[src/rtl/vx_lsu_sequencer_pkg.sv]
// Shared definitions for the LSU lane sequencer:
// memory-op sentinels, default lane count and FSM encoding.
package vx_lsu_sequencer_pkg;

  localparam logic [2:0] NO_MEM_READ  = 3'h7;
  localparam logic [2:0] NO_MEM_WRITE = 3'h7;
  localparam int         DEF_NT       = 4;

  typedef enum logic [1:0] {
    ST_IDLE  = 2'd0,
    ST_ISSUE = 2'd1,
    ST_WAIT  = 2'd2,
    ST_DONE  = 2'd3
  } state_t;

  function automatic logic is_mem_op(
    input logic [2:0] rd,
    input logic [2:0] wr
  );
    return (rd != NO_MEM_READ) || (wr != NO_MEM_WRITE);
  endfunction

endpackage

[src/rtl/vx_lsu_sequencer_priority_encoder.sv]
// Lowest-set-bit finder used to pick the next lane to serve.
// Returns the index and whether any bit was set.
module vx_lsu_sequencer_priority_encoder #(
  parameter int N  = 4,
  parameter int IW = (N > 1) ? $clog2(N) : 1
) (
  input  logic [N-1:0]  mask,
  output logic [IW-1:0] index,
  output logic          found
);

  always_comb begin
    index = '0;
    found = 1'b0;
    for (int i = N - 1; i >= 0; i--) begin
      if (mask[i]) begin
        index = IW'(i);
        found = 1'b1;
      end
    end
  end

endmodule

[src/rtl/vx_lsu_sequencer.sv]
// Serialises a multi-lane load/store onto a single-port
// data-memory channel, freezing the pipeline meanwhile.
module vx_lsu_sequencer
  import vx_lsu_sequencer_pkg::*;
#(
  parameter int NT      = DEF_NT,
  parameter int NW_BITS = 2
) (
  input  logic                 clk,
  input  logic                 reset,
  input  logic [2:0]           in_mem_read,
  input  logic [2:0]           in_mem_write,
  input  logic [NT-1:0]        in_valid,
  input  logic [NT*32-1:0]     in_addr,
  input  logic [NT*32-1:0]     in_wdata,
  input  logic [NW_BITS-1:0]   in_warp_num,
  output logic                 out_freeze,
  output logic                 out_dreq_valid,
  output logic [31:0]          out_dreq_addr,
  output logic [31:0]          out_dreq_wdata,
  output logic [2:0]           out_dreq_read,
  output logic [2:0]           out_dreq_write,
  input  logic                 in_dreq_ready,
  input  logic                 in_drsp_valid,
  input  logic [31:0]          in_drsp_data,
  output logic [NT*32-1:0]     out_ld_data,
  output logic [NT-1:0]        out_ld_valid,
  output logic                 out_done,
  output logic [NW_BITS-1:0]   out_warp_num,
  output logic                 out_err
);

  localparam int LW = (NT > 1) ? $clog2(NT) : 1;

  state_t               state;
  state_t               state_nx;
  logic [NT-1:0]        pend;
  logic [NT-1:0]        pend_rest;
  logic [NT*32-1:0]     addr_q;
  logic [NT*32-1:0]     wdata_q;
  logic [NT*32-1:0]     ld_data_q;
  logic [NT-1:0]        ld_valid_q;
  logic [2:0]           rd_q;
  logic [2:0]           wr_q;
  logic [NW_BITS-1:0]   warp_q;
  logic                 err_q;
  logic [LW-1:0]        lane;
  logic                 found;
  logic                 trig;
  logic                 both;
  logic                 is_load;
  logic                 accept;
  logic                 rsp_take;
  logic                 more;

  vx_lsu_sequencer_priority_encoder #(
    .N  (NT),
    .IW (LW)
  ) u_penc (
    .mask  (pend),
    .index (lane),
    .found (found)
  );

  // Gated by reset so nothing is frozen or latched while held in reset.
  assign trig = reset && (state == ST_IDLE)
             && is_mem_op(in_mem_read, in_mem_write)
             && (|in_valid);

  assign both = (in_mem_read != NO_MEM_READ)
             && (in_mem_write != NO_MEM_WRITE);

  assign is_load  = (rd_q != NO_MEM_READ);
  assign accept   = (state == ST_ISSUE) && in_dreq_ready;
  assign rsp_take = (state == ST_WAIT) && in_drsp_valid;

  always_comb begin
    pend_rest       = pend;
    pend_rest[lane] = 1'b0;
  end

  assign more = |pend_rest;

  always_ff @(posedge clk or negedge reset) begin
    if (!reset) state <= ST_IDLE;
    else        state <= state_nx;
  end

  always_comb begin
    state_nx = state;
    unique case (state)
      ST_IDLE: begin
        if (trig) state_nx = ST_ISSUE;
      end
      ST_ISSUE: begin
        if (!found)
          state_nx = ST_DONE;
        else if (in_dreq_ready)
          state_nx = is_load ? ST_WAIT
                   : (more ? ST_ISSUE : ST_DONE);
      end
      ST_WAIT: begin
        if (in_drsp_valid)
          state_nx = more ? ST_ISSUE : ST_DONE;
      end
      ST_DONE: state_nx = ST_IDLE;
      default: state_nx = ST_IDLE;
    endcase
  end

  always_ff @(posedge clk or negedge reset) begin
    if (!reset) begin
      pend       <= '0;
      addr_q     <= '0;
      wdata_q    <= '0;
      ld_data_q  <= '0;
      ld_valid_q <= '0;
      rd_q       <= NO_MEM_READ;
      wr_q       <= NO_MEM_WRITE;
      warp_q     <= '0;
      err_q      <= 1'b0;
    end else begin
      if (trig) begin
        pend       <= in_valid;
        addr_q     <= in_addr;
        wdata_q    <= in_wdata;
        rd_q       <= in_mem_read;
        // A load wins over a simultaneous store.
        wr_q       <= (in_mem_read != NO_MEM_READ)
                    ? NO_MEM_WRITE : in_mem_write;
        warp_q     <= in_warp_num;
        ld_valid_q <= '0;
      end
      if (accept && !is_load) pend <= pend_rest;
      if (rsp_take) begin
        pend                     <= pend_rest;
        ld_data_q[lane*32 +: 32] <= in_drsp_data;
        ld_valid_q[lane]         <= 1'b1;
      end
      if ((trig && both) || (in_drsp_valid && state != ST_WAIT))
        err_q <= 1'b1;
    end
  end

  always_comb begin
    out_dreq_valid = 1'b0;
    out_dreq_addr  = '0;
    out_dreq_wdata = '0;
    out_dreq_read  = NO_MEM_READ;
    out_dreq_write = NO_MEM_WRITE;
    if (state == ST_ISSUE && found) begin
      out_dreq_valid = 1'b1;
      out_dreq_addr  = addr_q[lane*32 +: 32];
      out_dreq_wdata = is_load ? 32'h0 : wdata_q[lane*32 +: 32];
      out_dreq_read  = rd_q;
      out_dreq_write = wr_q;
    end
  end

  assign out_freeze   = trig || (state == ST_ISSUE)
                     || (state == ST_WAIT);
  assign out_done     = (state == ST_DONE);
  assign out_ld_data  = ld_data_q;
  assign out_ld_valid = ld_valid_q;
  assign out_warp_num = warp_q;
  assign out_err      = err_q;

endmodule
[config.mk]
export PLATFORM = sky130hd
export DESIGN_NAME = vx_lsu_sequencer
export DESIGN_NICKNAME = d
export VERILOG_FILES = /design/src/rtl/vx_lsu_sequencer_pkg.sv /design/src/rtl/vx_lsu_sequencer_priority_encoder.sv /design/src/rtl/vx_lsu_sequencer.sv
export SDC_FILE = /design/constraint.sdc
export NUM_CORES = 1
export LEC_CHECK = 0
export BUFFER_PORTS_ARGS = -buffer_cell sky130_fd_sc_hd__buf_4
export CELL_PAD_IN_SITES_DETAIL_PLACEMENT = 0
export CELL_PAD_IN_SITES_GLOBAL_PLACEMENT = 1
export CORE_UTILIZATION = 35
export DETAILED_ROUTE_END_ITERATION = 16
export GPL_ROUTABILITY_DRIVEN = 0
export MAX_ROUTING_LAYER = met4
export PLACE_DENSITY_LB_ADDON = 0.1
export SYNTH_ARGS = -nofsm -noshare
export SYNTH_HDL_FRONTEND = slang
export SYNTH_SLANG_ARGS = --single-unit
export TNS_END_PERCENT = 30
[constraint.sdc]
create_clock -name clk -period 1.65 [get_ports clk]
set_input_delay 0.0825 -clock clk [delete_from_list [all_inputs] [get_ports clk]]
set_output_delay 0.0825 -clock clk [all_outputs]
set_load 0.005 [all_outputs]
[Yosys cells after proc, flatten, opt, wreduce, memory -nomap -nowiden]
Cells that the tools add are included.
Word-level totals
  memory bits (writable): 0
  latch bits: 0
  word-level logic and storage cells: 81
  register bits: 403
  memory bits (read-only): 0
  memories kept: 0
Operators by class
  multipliers: 0
  divide/modulo/power cells: 0
  equal/unequal tests: 10
  shifts and indexed selects: 4
  reduce and logical (&&, ||, !) cells: 21
  magnitude comparators: 2
  add/sub/neg operators: 1
  bitwise logic cells: 3
  muxes and demuxes: 30
Operators by type and width (count)
  indexed part select 128 x 8 -> 32 bit: 2
  bitwise mux 128 bit: 1
  variable shift 32 x 34 -> 128 bit, first input constant: 1
  indexed part select 32 x 34 -> 128 bit: 1
  two-way mux 32 bit: 3
  negation 7 -> 34 bit: 1
  two-way mux 2 bit: 10
  two-way mux 4 bit: 5
  inequality test 3 bit, second input constant: 4
  logical AND 1 bit: 11
  two-way mux 3 bit: 3
  one-hot mux 2 bit (4 select lines): 1
  OR reduction 4 bit: 2
  two-way mux 1 bit: 6
  inequality test 2 bit, second input constant: 3
  bitwise AND 4 bit: 1
  == test 2 bit, second input constant: 2
  logical OR 1 bit: 4
  NOT 4 bit: 1
  OR 4 bit: 1
  less-than comparator 2 x 3 -> 1 bit, second input constant: 1
  AND reduction 3 bit: 1
  nonzero test 3 bit: 1
  demux 1 bit (select 2 bit): 1
  other kinds (4): 4

[Longest topological paths before layout]
  depth in word-level cells: 16
  mapped depth: 7
  depth with buffers taken out: 5

[By module]
A second synthesis with hierarchy kept.
Second synthesis, totals
  cells, all modules: 1901
  area, all modules: 17893.4 um^2
Modules (own cells, without submodules)
  vx_lsu_sequencer: seq. area each 10092.2 um^2, area each 17858.4 um^2, instances 1, cells an instance 1894
  vx_lsu_sequencer_priority_encoder: seq. area each 0.0 um^2, area each 35.0 um^2, instances 1, cells an instance 7

[Worst setup path after synthesis]
OpenSTA, ideal clock, no wires.
  path type: register to register
  start: register pend[0]
  end: register ld_data_q[100], in the netlist out_ld_data[100]
  data required time: 1.525 ns
  period minus slack after synthesis: 1.736 ns
  arrival time: 1.611 ns
  stages on the path, launching flop included: 7
  setup slack: -0.086 ns
  buffers on the path: 3
  cell sequence: dfrtp_1 -> buf_2 -> nor4b_2 -> and2_1 -> buf_2 -> buf_4 -> mux2_2
On the way
  cells in the longest elaborated chain, start to end: 4
  elaborated cells on any way between the ends: 5
RTL lines
  start, declared: line vx_lsu_sequencer.sv:37  | logic [NT-1:0] pend;
  start signal, assigned: line vx_lsu_sequencer.sv:124  | pend <= in_valid;
  start signal, assigned: line vx_lsu_sequencer.sv:134  | if (accept && !is_load) pend <= pend_rest;
  start signal, assigned: line vx_lsu_sequencer.sv:136  | pend <= pend_rest;
  two-way mux 2 bit (*): line vx_lsu_sequencer_priority_encoder.sv:16  | if (mask[i]) begin
  negation 7 -> 34 bit (*): line vx_lsu_sequencer.sv:137  | ld_data_q[lane*32 +: 32] <= in_drsp_data;
  indexed part select 32 x 34 -> 128 bit / variable shift 32 x 34 -> 128 bit (equally long branches): line vx_lsu_sequencer.sv:137
  bitwise mux 128 bit (*): line vx_lsu_sequencer.sv:137
  end signal, assigned by index: line vx_lsu_sequencer.sv:137
  end, declared: line vx_lsu_sequencer.sv:41  | logic [NT*32-1:0] ld_data_q;
Every way passes the cells marked *; elsewhere a longest branch is shown, timed or not.
A chain may end at the register's enable or synchronous reset.

[Final worst setup path]
  start: register pend[3]
  end: output port out_dreq_addr[28]
On the way
  cells in the longest elaborated chain, start to end: 6
  elaborated cells on any way between the ends: 11
RTL lines
  two-way mux 2 bit / two-way mux 1 bit (equally long branches) (4 in a row): line vx_lsu_sequencer_priority_encoder.sv:16
  indexed part select 128 x 8 -> 32 bit / logical AND 1 bit (equally long branches): line vx_lsu_sequencer.sv:153, vx_lsu_sequencer.sv:151
  two-way mux 32 bit (*): line vx_lsu_sequencer.sv:151  | if (state == ST_ISSUE && found) begin
  end, declared: line vx_lsu_sequencer.sv:19  | output logic [31:0] out_dreq_addr,
Marks and branches as above.

==> flow_summary_export.csv <==
group,metric,value,unit
power_and_ir_drop,leakagePower,14.5,nW
critical_path,path_depth,7,
power_and_ir_drop,p_sw,17.0,mW
critical_path,cp_data_arrival_time,2.37,ns
grt,groute.layer.met2.usage,0.406,
critical_path,crit_chain,"nor4b_4 -> buf_4 -> buf_8 -> buf_12 -> a222oi_1 -> a21oi_1 -> buf_4",
cells_and_area,nets,2967,
timing,setup_viol,424,
grt,overflow,0,
synth,synth_seq_cells,403,
grt,antenna_found_initial,12,
grt,grt.met1_usage,0.330,
cells_and_area,regArea,10100,um2
critical_path,worstPathBufferInverterCount,4,
synth,synthCells,1761,
cells_and_area,layout-drive-gt1-share,0.363,
critical_path,crit_top_cell,"buf_4",
synth,netlist.area_leader.share,0.588,
grt,grt_pass1_wl,95700,um
min_path,hold_class,"input pin to register",
floorplan,io_pins,512,
synth,ys_top_cells_by_count,"nand2_1 (918), dfrtp_1 (397), mux2_2 (95)",
critical_path,required,1.57,ns
synth,ys_seq_area_frac,0.597,
power_and_ir_drop,switching_share,0.352,
routing,ant_nets,0,
power_and_ir_drop,p_seq_frac,0.356,
routing,via_per_inst,4.92,
place,dp_slack,-0.274,ns
timing,finalCriticalPeriod,2.45,ns
synth,synth.most_common_cell,"nand2_1",
routing,vias,16300,
timing,rsz0062_at_grt,"true",
floorplan,coreArea,47600,um2
critical_path,cpPeakStageDelay,0.46,ns
synth,synthTopCellsByArea,"dfrtp_1 (59%), nand2_1 (20%), mux2_2 (6.3%), a222oi_1 (3.8%), a21oi_1 (1.9%)",
run,max_cap_violations,0,
routing,drt-total-wl,65400,um
synth,synthArstFlopShare,1.00,
run_status,status,"finished with violations",
grt,grt_max_degree,166,
grt,grt.busiest_layer,"met2",
synth,synth_edf_count,0,
floorplan,start_util,0.355,
timing,fin_ws,-0.802,ns
power_and_ir_drop,power_frac_comb,0.443,
critical_path,start_kind,"register",
floorplan,rows,80,
timing,fin_tns_setup,-87.32,ns
timing,max_freq,408,MHz
timing,maxSlewViolCount,0,
floorplan,die_area,49200,um2
place,portBuffers,511,
power_and_ir_drop,intPower,31.3,mW
routing,wl_per_cell,19.7,um
cts,clkLatencyLatePin,0.58,ns
synth,synth_nets,2065,
synth,netlist_area,16900,um2
cells_and_area,multiInputGateArea,6700,um2
cts,cts-root-buf,"clkbuf_16",
cts,cts.sinks,403,
synth,yosysTopAreaCell,"dfrtp_1",
cells_and_area,fill_cells,4080,
grt,grt_pass1_vias,16400,
routing,dr.first_iter.drc_count,1443,
cts,cts_tree,"yes",
synth,synth.distinct_cells,38,
power_and_ir_drop,ir_drop,0.000772,V
cts,cts_buffers,46,
timing,max_slew_margin,0.330,
critical_path,path_delay_family,"compound AO/OA/AOI/OAI gates",
timing,clock_skew,0.0108,ns
power_and_ir_drop,pwr-share-clk,0.202,
power_and_ir_drop,powerDensity,1690,nW/um2
floorplan,die-height,222,um
critical_path,crit_path_max_fanout,7,
synth,ys.flop_type,"dfrtp_1",
cts,max-clock-path-buffers,3,
routing,drc,0,
grt,grt_use_met3,0.0486,
cells_and_area,area_growth,69.0,%
synth,synth-warning-count,0,
cts,path_clk_slew,0.06,ns
synth,avgSynthCellArea,9.60,um2
floorplan,die_w,222,um
critical_path,worstSetupPathType,"register to output pin",
timing,post-route-period-util,1.49,
routing,first_pass_iters,8,
place,hpwl,40800,um
timing,tightest_slew,1.01,ns
critical_path,cp_slowest_cell,"a222oi_1",
critical_path,reg2reg_depth,6,
grt,grt_usage,0.258,
min_path,min_path_cells,4,
timing,hold_viol_final,0,
cts,htreeDepth,2,
critical_path,endpoint_kind,"output pin",
run_status,violations,"setup timing",
==> path summary, 6_finish.rpt <==
path	startpoint	to	slack, ns
worst max-delay path	pend[3]	out_dreq_addr[28]	-0.80
worst min-delay path	in_mem_read[2]	out_err	0.06
worst max register to register	pend[0]	out_ld_data[113]	-0.43
worst min register to register	addr_q[21]	addr_q[21]	0.47
max in group asynchronous	reset	wdata_q[70]	0.44
min in group asynchronous	reset	wr_q[0]	0.20
==> placed cells by master, fill, tap and decap left out, types with 2 or more instances in the layout <==
master         Yosys  routed
nor2_1             4       3
a21o_1             3       3
buf_6             24      37
bufbuf_16          0       2
a21oi_2            0      26
clkinv_2           0       6
o21ai_4            0       2
nand2b_4           0       8
nand2_2            2      58
nand3_1           10      10
dfstp_2            6       6
o22a_1             4       4
inv_6              0       4
buf_8              0       5
dlygate4sd3_1      0     304
mux2_4             0       5
mux2_2            95      90
dfrtp_2            0       5
clkbuf_1          32      16
buf_4             18     537
or4_4              1       2
nor2b_1            4       2
diode_2            0      12
nand2_4            0      28
a21oi_1           65      39
nand2_1          918     833
nor2_4             0       2
inv_1              2       2
buf_16             0      10
o311ai_0           2       2
clkbuf_16          0      69
dfrtp_1          397     392
buf_12             0      53
a222oi_1          64      64
a31oi_1            2       2
clkbuf_8           0      10
o21ai_0           38      37
==> routing by layer <==
| metal | wire, um | part of all wire |
|---|---|---|
| met4 | 2010 | 0.031 |
| met2 | 31400 | 0.48 |
| met3 | 4210 | 0.064 |
| met5 | 0 | 0 |
| met1 | 27800 | 0.42 |
==> layout make-up <==
class | count | share of cell area
Clock inverter | 10 | 0.00254
Multi-Input combinational cell | 1238 | 0.234
Antenna cell | 12 | 0.00105
Clock buffer | 72 | 0.0472
Tap cell | 615 | 0.0269
Sequential cell | 403 | 0.353
Inverter | 3 | 0.000569
Timing Repair Buffer | 971 | 0.334
==> worst reg2reg max path: stages, from the launching register on <==
cell and delay (ns):
dfrtp_2 0.44, buf_6 0.14, nor4b_4 0.29, buf_4 0.18
and2_2 0.26, bufbuf_16 0.32, mux2_2 0.33
==> state kept, by name, indices dropped and copies added, names as in the netlist <==
register / count
wr_q: 3
out_err: 1
wdata_q: 128
out_ld_data: 128
out_ld_valid: 4
state: 2
out_warp_num: 2
pend: 4
rd_q: 3
addr_q: 128
==> stage by stage <==
stage	instances	total power, mW	hold WS, ns	utilization	instance area (um2)
final	3324	48.3	0.0591	0.600	28600
after CTS	3277	46.4	0.0219	0.572	27200
after detailed placement	2857	33.7	-0.0902	0.462	22000
after floorplan	1761	25.1	-0.213	-	16900
after global placement	2857	33.3	-0.0925	0.462	22000
after global routing	3324	51.2	0.0563	0.600	28600
==> power by group through the flow <==
stage	logic (mW)	registers (mW)	clock network [mW]
5_1_grt	23.1	17.7	10.4
6_report	21.4	17.2	9.75
2_1_floorplan	8.47	16.6	0
3_5_place_dp	16.5	17.2	0
3_3_place_gp	16.2	17.1	0
4_1_cts	19.3	17.1	10.1
==> cell families (layout without fill, tap and decap cells) <==
logic type / Yosys count / after routing / synth area share
other cells: 0 / 12 / 0
simple gates: 960 / 960 / 0.219
buf+inv: 120 / 1056 / 0.0444
flops: 403 / 403 / 0.597
mux: 95 / 95 / 0.0633
compound gates: 183 / 183 / 0.0764
==> timing repair <==
action                                  4_1_cts  5_1_grt
setup buffers                                25       16
cloned                                       10       26
endpoints found under the setup margin      296      472
hold buffers                                304        0
pin swaps                                    21      111
gates resized for setup                      59      180
hold endpoints to repair                    799        0
(Power assumes the default switching activity.)
